[src/rtl/spi_xfer_sequencer_pkg.sv]
`default_nettype none
// ============================================================================
// Module : spi_xfer_sequencer_pkg
// Brief  : Shared types and default sizes for the SPI transfer sequencer.
// Rev    : 1.0
// ============================================================================
package spi_xfer_sequencer_pkg;

  localparam int C_BITS  = 8;
  localparam int C_DIV_W = 8;
  localparam int C_GAP   = 2;

  typedef enum logic [1:0] {
    ST_IDLE  = 2'd0,
    ST_SETUP = 2'd1,
    ST_XFER  = 2'd2,
    ST_HOLD  = 2'd3
  } state_e;

  // Edge counter must hold 0..2*BITS.
  function automatic int edge_cnt_width(input int bits);
    return $clog2(2 * bits + 1);
  endfunction

endpackage
`default_nettype wire

[src/rtl/spi_xfer_sequencer_if.sv]
`default_nettype none
// ============================================================================
// Module : spi_xfer_sequencer_if
// Brief  : Register front-end handshake and SPI-side strobes of the sequencer.
// Rev    : 1.0
// ============================================================================
interface spi_xfer_sequencer_if
  import spi_xfer_sequencer_pkg::*;
#(
  parameter int DIV_W = C_DIV_W
);

  logic             start;
  logic             ready;
  logic             abort;
  logic             cpol;
  logic             cphase;
  logic [DIV_W-1:0] clk_div;
  logic             cphase_q;
  logic             cpol_q;
  logic             busy;
  logic             done;
  logic             ss;
  logic             sclk;
  logic             send_data;
  logic             receive_data;
  logic             flag_low;
  logic             flag_high;
  logic             flags_low;
  logic             flags_high;

  modport slave (
    input  start, abort, cpol, cphase, clk_div,
    output ready, cphase_q, cpol_q, busy, done, ss, sclk, send_data,
           receive_data, flag_low, flag_high, flags_low, flags_high
  );

  modport master (
    output start, abort, cpol, cphase, clk_div,
    input  ready, cphase_q, cpol_q, busy, done, ss, sclk, send_data,
           receive_data, flag_low, flag_high, flags_low, flags_high
  );

endinterface
`default_nettype wire

[src/rtl/spi_xfer_sequencer_baud_gen.sv]
`default_nettype none
// ============================================================================
// Module : spi_baud_gen
// Brief  : SCLK divider, toggle and flag/flags look-ahead strobes for XFER.
// Rev    : 1.0
// ============================================================================
module spi_baud_gen
  import spi_xfer_sequencer_pkg::*;
#(
  parameter int DIV_W = C_DIV_W
) (
  input  wire logic             clk,
  input  wire logic             rst,
  input  wire logic             i_en,
  input  wire logic             i_en_next,
  input  wire logic [DIV_W-1:0] i_div,
  input  wire logic             i_idle_lvl,
  output logic                  o_tick,
  output logic                  o_sclk,
  output logic                  o_flag_low,
  output logic                  o_flag_high,
  output logic                  o_flags_low,
  output logic                  o_flags_high
);

  localparam int CW = DIV_W + 1;

  logic [CW-1:0] cnt_q, cnt_d;
  logic          sclk_q, sclk_d;
  logic          flag_low_q, flag_low_d;
  logic          flag_high_q, flag_high_d;
  logic          flags_low_q, flags_low_d;
  logic          flags_high_q, flags_high_d;
  logic [CW-1:0] w_hm1;
  logic [CW-1:0] w_hm2;
  logic          w_tick;

  // Half-period H = div + 2, so the terminal count H-1 is div + 1.
  assign w_hm1  = {1'b0, i_div} + CW'(1);
  assign w_hm2  = {1'b0, i_div};
  assign w_tick = i_en && (cnt_q == w_hm1);

  // Strobes are registered, so they are decoded from next-cycle count and level.
  always_comb begin
    cnt_d        = '0;
    sclk_d       = i_idle_lvl;
    flag_low_d   = 1'b0;
    flag_high_d  = 1'b0;
    flags_low_d  = 1'b0;
    flags_high_d = 1'b0;
    if (i_en_next) begin
      if (i_en && !w_tick) begin
        cnt_d = cnt_q + CW'(1);
      end
      sclk_d       = w_tick ? ~sclk_q : sclk_q;
      flag_low_d   = (cnt_d == w_hm1) && !sclk_d;
      flag_high_d  = (cnt_d == w_hm1) &&  sclk_d;
      flags_low_d  = (cnt_d == w_hm2) && !sclk_d;
      flags_high_d = (cnt_d == w_hm2) &&  sclk_d;
    end
  end

  always_ff @(posedge clk) begin
    if (rst) begin
      cnt_q        <= '0;
      sclk_q       <= 1'b0;
      flag_low_q   <= 1'b0;
      flag_high_q  <= 1'b0;
      flags_low_q  <= 1'b0;
      flags_high_q <= 1'b0;
    end else begin
      cnt_q        <= cnt_d;
      sclk_q       <= sclk_d;
      flag_low_q   <= flag_low_d;
      flag_high_q  <= flag_high_d;
      flags_low_q  <= flags_low_d;
      flags_high_q <= flags_high_d;
    end
  end

  assign o_tick       = w_tick;
  assign o_sclk       = sclk_q;
  assign o_flag_low   = flag_low_q;
  assign o_flag_high  = flag_high_q;
  assign o_flags_low  = flags_low_q;
  assign o_flags_high = flags_high_q;

endmodule
`default_nettype wire

[src/rtl/spi_xfer_sequencer.sv]
`default_nettype none
// ============================================================================
// Module : spi_xfer_sequencer
// Brief  : SPI master transfer sequencer: ss, SCLK, load/receive windows, done.
// Rev    : 1.0
// ============================================================================
module spi_xfer_sequencer
  import spi_xfer_sequencer_pkg::*;
#(
  parameter int BITS  = C_BITS,
  parameter int DIV_W = C_DIV_W,
  parameter int GAP   = C_GAP
) (
  input  wire logic           PCLK,
  input  wire logic           PRESET,
  spi_xfer_sequencer_if.slave bus
);

  localparam int EW = edge_cnt_width(BITS);
  localparam int GW = $clog2(GAP + 1);
  localparam int CW = DIV_W + 1;

  state_e           state_q, state_d;
  logic [CW-1:0]    tmr_q, tmr_d;
  logic [EW-1:0]    edges_q, edges_d;
  logic [GW-1:0]    gap_q, gap_d;
  logic [DIV_W-1:0] div_q, div_d;
  logic             cpol_lat_q, cpol_lat_d;
  logic             cpha_lat_q, cpha_lat_d;
  logic             ss_q, ss_d;
  logic             busy_q, busy_d;
  logic             done_q, done_d;
  logic             send_q, send_d;
  logic             recv_q, recv_d;
  logic             ready_q, ready_d;

  logic             w_accept;
  logic             w_last_tmr;
  logic             w_idle_lvl;
  logic             w_tick;
  logic [CW-1:0]    w_hm1;
  logic             w_sclk;
  logic             w_flag_low;
  logic             w_flag_high;
  logic             w_flags_low;
  logic             w_flags_high;

  assign w_hm1      = {1'b0, div_q} + CW'(1);
  assign w_accept   = (state_q == ST_IDLE) && bus.start && ready_q;
  assign w_last_tmr = (tmr_q == w_hm1);
  // The idle level follows the value being latched on the accept edge.
  assign w_idle_lvl = w_accept ? bus.cpol : cpol_lat_q;

  always_comb begin
    state_d    = state_q;
    tmr_d      = tmr_q;
    edges_d    = edges_q;
    gap_d      = gap_q;
    div_d      = div_q;
    cpol_lat_d = cpol_lat_q;
    cpha_lat_d = cpha_lat_q;
    done_d     = 1'b0;
    send_d     = 1'b0;

    case (state_q)
      ST_IDLE: begin
        if (gap_q != '0) begin
          gap_d = gap_q - GW'(1);
        end
        if (w_accept) begin
          state_d    = ST_SETUP;
          tmr_d      = '0;
          div_d      = bus.clk_div;
          cpol_lat_d = bus.cpol;
          cpha_lat_d = bus.cphase;
          send_d     = 1'b1;
        end
      end
      ST_SETUP: begin
        if (w_last_tmr) begin
          state_d = ST_XFER;
          tmr_d   = '0;
          edges_d = '0;
        end else begin
          tmr_d = tmr_q + CW'(1);
        end
      end
      ST_XFER: begin
        if (w_tick) begin
          edges_d = edges_q + EW'(1);
          if (edges_q == EW'(2 * BITS - 1)) begin
            state_d = ST_HOLD;
            tmr_d   = '0;
          end
        end
      end
      ST_HOLD: begin
        if (w_last_tmr) begin
          state_d = ST_IDLE;
          done_d  = 1'b1;
          gap_d   = GW'(GAP);
        end else begin
          tmr_d = tmr_q + CW'(1);
        end
      end
      default: state_d = ST_IDLE;
    endcase

    // Abort only matters once a transfer is in flight; a simultaneous start in IDLE wins.
    if (bus.abort && (state_q != ST_IDLE)) begin
      state_d = ST_IDLE;
      tmr_d   = '0;
      gap_d   = GW'(GAP);
      done_d  = 1'b0;
    end

    ss_d    = (state_d == ST_IDLE);
    busy_d  = (state_d != ST_IDLE);
    recv_d  = (state_d == ST_XFER);
    ready_d = (state_d == ST_IDLE) && (gap_d == '0);
  end

  always_ff @(posedge PCLK) begin
    if (PRESET) begin
      state_q    <= ST_IDLE;
      tmr_q      <= '0;
      edges_q    <= '0;
      gap_q      <= GW'(GAP);
      div_q      <= '0;
      cpol_lat_q <= 1'b0;
      cpha_lat_q <= 1'b0;
      ss_q       <= 1'b1;
      busy_q     <= 1'b0;
      done_q     <= 1'b0;
      send_q     <= 1'b0;
      recv_q     <= 1'b0;
      ready_q    <= 1'b0;
    end else begin
      state_q    <= state_d;
      tmr_q      <= tmr_d;
      edges_q    <= edges_d;
      gap_q      <= gap_d;
      div_q      <= div_d;
      cpol_lat_q <= cpol_lat_d;
      cpha_lat_q <= cpha_lat_d;
      ss_q       <= ss_d;
      busy_q     <= busy_d;
      done_q     <= done_d;
      send_q     <= send_d;
      recv_q     <= recv_d;
      ready_q    <= ready_d;
    end
  end

  spi_baud_gen #(
    .DIV_W (DIV_W)
  ) u_baud_gen (
    .clk          (PCLK),
    .rst          (PRESET),
    .i_en         (state_q == ST_XFER),
    .i_en_next    (state_d == ST_XFER),
    .i_div        (div_q),
    .i_idle_lvl   (w_idle_lvl),
    .o_tick       (w_tick),
    .o_sclk       (w_sclk),
    .o_flag_low   (w_flag_low),
    .o_flag_high  (w_flag_high),
    .o_flags_low  (w_flags_low),
    .o_flags_high (w_flags_high)
  );

  assign bus.ready        = ready_q;
  assign bus.cphase_q     = cpha_lat_q;
  assign bus.cpol_q       = cpol_lat_q;
  assign bus.busy         = busy_q;
  assign bus.done         = done_q;
  assign bus.ss           = ss_q;
  assign bus.sclk         = w_sclk;
  assign bus.send_data    = send_q;
  assign bus.receive_data = recv_q;
  assign bus.flag_low     = w_flag_low;
  assign bus.flag_high    = w_flag_high;
  assign bus.flags_low    = w_flags_low;
  assign bus.flags_high   = w_flags_high;

endmodule
`default_nettype wire

[src/flat_wrapper.sv]
// flat-port wrapper written by rule: the top's interface ports become plain ports
module spi_xfer_sequencer_flat import spi_xfer_sequencer_pkg::*;
#(
  parameter int BITS  = C_BITS,
  parameter int DIV_W = C_DIV_W,
  parameter int GAP   = C_GAP
)
  (PCLK, PRESET, bus_start, bus_abort, bus_cpol, bus_cphase, bus_clk_div, bus_ready, bus_cphase_q, bus_cpol_q, bus_busy, bus_done, bus_ss, bus_sclk, bus_send_data, bus_receive_data, bus_flag_low, bus_flag_high, bus_flags_low, bus_flags_high);
  spi_xfer_sequencer_if #(.DIV_W(DIV_W)) bus_i ();
  input  wire logic PCLK;
  input  wire logic PRESET;
  input wire logic [$bits(bus_i.start)-1:0] bus_start;
  input wire logic [$bits(bus_i.abort)-1:0] bus_abort;
  input wire logic [$bits(bus_i.cpol)-1:0] bus_cpol;
  input wire logic [$bits(bus_i.cphase)-1:0] bus_cphase;
  input wire logic [$bits(bus_i.clk_div)-1:0] bus_clk_div;
  output wire logic [$bits(bus_i.ready)-1:0] bus_ready;
  output wire logic [$bits(bus_i.cphase_q)-1:0] bus_cphase_q;
  output wire logic [$bits(bus_i.cpol_q)-1:0] bus_cpol_q;
  output wire logic [$bits(bus_i.busy)-1:0] bus_busy;
  output wire logic [$bits(bus_i.done)-1:0] bus_done;
  output wire logic [$bits(bus_i.ss)-1:0] bus_ss;
  output wire logic [$bits(bus_i.sclk)-1:0] bus_sclk;
  output wire logic [$bits(bus_i.send_data)-1:0] bus_send_data;
  output wire logic [$bits(bus_i.receive_data)-1:0] bus_receive_data;
  output wire logic [$bits(bus_i.flag_low)-1:0] bus_flag_low;
  output wire logic [$bits(bus_i.flag_high)-1:0] bus_flag_high;
  output wire logic [$bits(bus_i.flags_low)-1:0] bus_flags_low;
  output wire logic [$bits(bus_i.flags_high)-1:0] bus_flags_high;
  assign bus_i.start = bus_start;
  assign bus_i.abort = bus_abort;
  assign bus_i.cpol = bus_cpol;
  assign bus_i.cphase = bus_cphase;
  assign bus_i.clk_div = bus_clk_div;
  assign bus_ready = bus_i.ready;
  assign bus_cphase_q = bus_i.cphase_q;
  assign bus_cpol_q = bus_i.cpol_q;
  assign bus_busy = bus_i.busy;
  assign bus_done = bus_i.done;
  assign bus_ss = bus_i.ss;
  assign bus_sclk = bus_i.sclk;
  assign bus_send_data = bus_i.send_data;
  assign bus_receive_data = bus_i.receive_data;
  assign bus_flag_low = bus_i.flag_low;
  assign bus_flag_high = bus_i.flag_high;
  assign bus_flags_low = bus_i.flags_low;
  assign bus_flags_high = bus_i.flags_high;
  spi_xfer_sequencer #(.BITS(BITS), .DIV_W(DIV_W), .GAP(GAP)) u_core (.PCLK(PCLK), .PRESET(PRESET), .bus(bus_i));
endmodule
[config.mk]
export PLATFORM = sky130hd
export DESIGN_NAME = spi_xfer_sequencer_flat
export DESIGN_NICKNAME = d
export VERILOG_FILES = /design/src/rtl/spi_xfer_sequencer_pkg.sv /design/src/rtl/spi_xfer_sequencer_if.sv /design/src/rtl/spi_xfer_sequencer_baud_gen.sv /design/src/rtl/spi_xfer_sequencer.sv /design/src/flat_wrapper.sv
export SDC_FILE = /design/constraint.sdc
export NUM_CORES = 1
export LEC_CHECK = 0
export ABC_AREA = 0
export CAP_MARGIN = 20
export CORE_UTILIZATION = 55
export CTS_CLUSTER_SIZE = 24
export DETAILED_ROUTE_END_ITERATION = 8
export PLACE_DENSITY = 0.74
export SETUP_SLACK_MARGIN = 0.2
export SLEW_MARGIN = 0
export SYNTH_ARGS = -nofsm -noshare
export SYNTH_HDL_FRONTEND = slang
export SYNTH_SLANG_ARGS = --single-unit
[constraint.sdc]
create_clock -name PCLK -period 4.9 [get_ports PCLK]
set_clock_uncertainty 0.05 [all_clocks]
set_input_delay 1.47 -clock PCLK [delete_from_list [all_inputs] [get_ports PCLK]]
set_output_delay 1.47 -clock PCLK [all_outputs]
set_load 0.02 [all_outputs]
==> results_dict.tcl <==
set metrics [dict create \
    post_route_cells_drive_above_1_share_pct 5.44 \
    power.switching_fraction_pct 33.3 \
    synth-edff-count 0 \
    cp.arrival_ns 4.07 \
    irDropWorstVdd_uv 228 \
    cts_tree "built" \
    comb_power_share_pct 29.2 \
    worstSetupEndpointType "flop" \
    drtAntennaViolNets 0 \
    synth_sequential_area_ratio_pct 29.1 \
    cts-resized-gates 0 \
    avgRoutedWirePerCell_um 17.1 \
    holdPathEnd "u_core.bus.cphase_q" \
    synth-seq-cells 48 \
    die_width_um 79.5 \
    ff_latch_area_um2 961 \
    maxCapViolations 0 \
    avgViaCountPerCell 6.28 \
    post-route-drc-count 0 \
    critical_path.max_fanout 14 \
    cts.root.buffer_cell "sky130_fd_sc_hd__clkbuf_8" \
    worstHoldPathType "reg -> reg" \
    start_kind "flop" \
    grt_overflow 0 \
    avgSynthCellArea_um2 7.96 \
    rr_endpoint "u_core.u_baud_gen.o_flags_high" \
    clk_pin_slew_ns 0.09 \
    setup-tns-final_ns 0 \
    outcome "completed" \
    async_reset_ff_share_pct 0 \
    routed.top_layer "met4" \
    final_report_max_slew_violation_count 0 \
    report.final.hold_viol_count 0 \
    syn2layout_area_growth_pct 9.70 \
    gp_congestion 0.940 \
    internal_power_mw 0.753 \
    routed-wl-met3_um 619 \
    depth_of_the_worst_register_to_register_path 9 \
    grt_pass1_wl_um 13700 \
    detailedRoute.firstIterationViolations 242 \
    layout_commonest_cell "sky130_fd_sc_hd__dfxtp_1" \
    layout_common_cells "sky130_fd_sc_hd__dfxtp_1, sky130_fd_sc_hd__nand2_1, sky130_fd_sc_hd__a21oi_1" \
    detail_route.wirelength.met1_um 3710 \
    fmaxAchievable_mhz 256 \
    synth_cell_type_count 67 \
    worst-endpoint-required_ns 5.07 \
    io-pin-count 27 \
    power_per_cell_area_nw_per_um2 312 \
    pre_cts_ws_ns 0.956 \
    synth_cells 415 \
    cts_setup_buffers 0 \
    clock_latency_ns 0.30 \
    cts-hold-fix-buffers 0 \
    vias 3108 \
    placeableCoreArea_um2 5640 \
    seq_power_share_pct 41.4 \
    chipHeight_um 79.5 \
    rr_startpoint "u_core.div_q[0]" \
    numCtsBuffers 5 \
    final_nets 446 \
    count_of_filler_cells_inserted_in_the_layout 497 \
    detailed_place_hpwl_um 6130 \
    finalCriticalPeriod_ns 3.91 \
    fin_crit_sh_pct 79.7 \
    met2_length_um 3960 \
    max-clock-path-buffers 2 \
    drt-pass1-iter-count 5 \
    timing.slew.headroom_pct 34.6 \
    final-setup-viol-count 0 \
    timing.final.ws_setup_ns 0.994 \
    floorplan.die_area_um2 6320 \
    grt_max_degree 22 \
    max_slew.worst_pin.slew_ns 0.981 \
    netSwitchingPower_mw 0.376 \
    synthesis.yosys.warnings 0 \
    crit_type "reg -> reg" \
    initial_core_util_pct 58.5 \
    synthesis.area_um2 3300 \
    synthFlopType "sky130_fd_sc_hd__dfxtp_1" \
    routed_wl_um 8450 \
    h-tree-depth 2 \
    power_leakage_nw 1.33 \
    placementRows 27 \
    clock_sink_count 48 \
    first_global_vias 2821 \
    clockPowerShare_pct 29.4 \
    grt_antenna_before_repair 0 \
    syn_nets 438 \
    total_track_usage_pct 27.9 \
    finalPower_mw 1.13 \
    multi_input_area_um2 2100 \
    port_buffers 26 \
    cell_depth_of_the_worst_hold_path 2 \
    antenna_cells 0 \
    worst_hold_startpoint "u_core.bus.cphase_q" \
    unrepaired_setup_endpoints_after_global_routing "false" \
    r2r_setup_slack_ns 0.99 \
]
-- cells in the mapped netlist, types with 2 or more instances --
cell	instances	area [um^2]
sky130_fd_sc_hd__dfxtp_1	48	961
sky130_fd_sc_hd__nand2_1	41	154
sky130_fd_sc_hd__a21oi_1	40	200
sky130_fd_sc_hd__nor2_1	29	109
sky130_fd_sc_hd__o21ai_0	25	125
sky130_fd_sc_hd__nand3_1	19	95.1
sky130_fd_sc_hd__inv_1	18	67.6
sky130_fd_sc_hd__xor2_1	18	158
sky130_fd_sc_hd__xnor2_1	17	149
sky130_fd_sc_hd__clkbuf_1	11	41.3
sky130_fd_sc_hd__ha_1	9	113
sky130_fd_sc_hd__buf_6	8	90.1
sky130_fd_sc_hd__nand4_1	8	50.1
sky130_fd_sc_hd__nor2b_1	8	50.1
sky130_fd_sc_hd__buf_2	7	35.0
sky130_fd_sc_hd__nor4_1	7	43.8
sky130_fd_sc_hd__o31ai_1	6	45.0
sky130_fd_sc_hd__or3_1	6	37.5
sky130_fd_sc_hd__a211oi_1	5	37.5
sky130_fd_sc_hd__and3_1	5	31.3
sky130_fd_sc_hd__nand2b_1	5	31.3
sky130_fd_sc_hd__nor3_1	5	25.0
sky130_fd_sc_hd__or4_1	5	37.5
sky130_fd_sc_hd__a31oi_1	4	25.0
sky130_fd_sc_hd__a21o_1	3	22.5
sky130_fd_sc_hd__and2_1	3	18.8
sky130_fd_sc_hd__o21a_1	3	22.5
sky130_fd_sc_hd__o2bb2ai_1	3	26.3
sky130_fd_sc_hd__a21boi_0	2	15.0
sky130_fd_sc_hd__a22oi_1	2	15.0
sky130_fd_sc_hd__o2111ai_1	2	17.5
sky130_fd_sc_hd__o211a_1	2	20.0
sky130_fd_sc_hd__o21bai_1	2	15.0
sky130_fd_sc_hd__o221ai_1	2	17.5
sky130_fd_sc_hd__o22ai_1	2	12.5
sky130_fd_sc_hd__o32ai_1	2	17.5
sky130_fd_sc_hd__or2_1	2	12.5
sky130_fd_sc_hd__xor2_2	2	32.5
-- metal layers --
layer	vias up	track usage, %
li1	1499	-
met1	1450	37.9
met2	137	44.9
met3	22	4.91
met4	0	8.18
met5	-	0
-- area by class of cell --
class,instances,area share [%]
clock inverters,2,1.66
inverters,19,1.97
well taps,72,2.49
flip-flops and latches,48,26.5
multi-input cells,322,58.1
repair buffers,27,7.39
clock buffers,5,1.90
-- stage by stage --
stage	hold WS [ns]	utilization, %	instances	instance area (um^2)
global placement	0.402	61.9	488	3490
floorplan	0.400	-	415	3300
finish	0.418	64.2	495	3620
global route	0.445	64.2	495	3620
CTS	0.421	64.2	495	3620
detailed placement	0.405	61.9	488	3490
-- registers in the layout, indices dropped and copies added, names as in the netlist, 2 cells and up --
name,cells
u_core.tmr_q,9
u_core.u_baud_gen.cnt_q,9
u_core.div_q,8
u_core.edges_q,5
u_core.gap_q,2
u_core.state_q,2
-- how the worst max path moves through the flow --
stage	end	depth (start not counted)	startpoint
after floorplan	u_core.u_baud_gen.o_flag_high	8	bus_start
after global placement	u_core.u_baud_gen.cnt_q[4]	8	bus_start
after detailed placement	u_core.u_baud_gen.cnt_q[3]	8	bus_start
after CTS	u_core.u_baud_gen.o_flags_low	9	u_core.div_q[0]
after global routing	u_core.u_baud_gen.o_flags_high	9	u_core.div_q[0]
final	u_core.u_baud_gen.o_flags_high	9	u_core.div_q[0]
-- critical path: stages (launching register included) --
cell and delay (ns):
sky130_fd_sc_hd__dfxtp_1 0.66, sky130_fd_sc_hd__ha_1 0.35, sky130_fd_sc_hd__nand3_1 0.28, sky130_fd_sc_hd__or4_1 0.48, sky130_fd_sc_hd__o221ai_1 0.13, sky130_fd_sc_hd__a221oi_4 0.12
sky130_fd_sc_hd__a21oi_1 0.84, sky130_fd_sc_hd__nor4bb_1 0.43, sky130_fd_sc_hd__o221ai_1 0.19, sky130_fd_sc_hd__nor4_1 0.28
-- logic make-up after synthesis --
family,after synthesis,synth area share (%)
AO/OA/AOI/OAI,117,23.6
XOR/XNOR,38,11.0
adder cells (fa/ha/maj),9,3.41
flip-flops,48,29.1
AND/OR/NAND/NOR,158,25.7
buffers and inverters,45,7.20
-- power by group through the flow --
| stage | Clock [mW] | Sequential [mW] | Combinational (mW) |
|---|---|---|---|
| finish | 0.331 | 0.467 | 0.330 |
| global route | 0.347 | 0.471 | 0.360 |
| CTS | 0.333 | 0.466 | 0.326 |
| detailed placement | 0 | 0.474 | 0.322 |
| global placement | 0 | 0.474 | 0.319 |
| floorplan | 0 | 0.465 | 0.256 |
(Power assumes the default switching activity.)
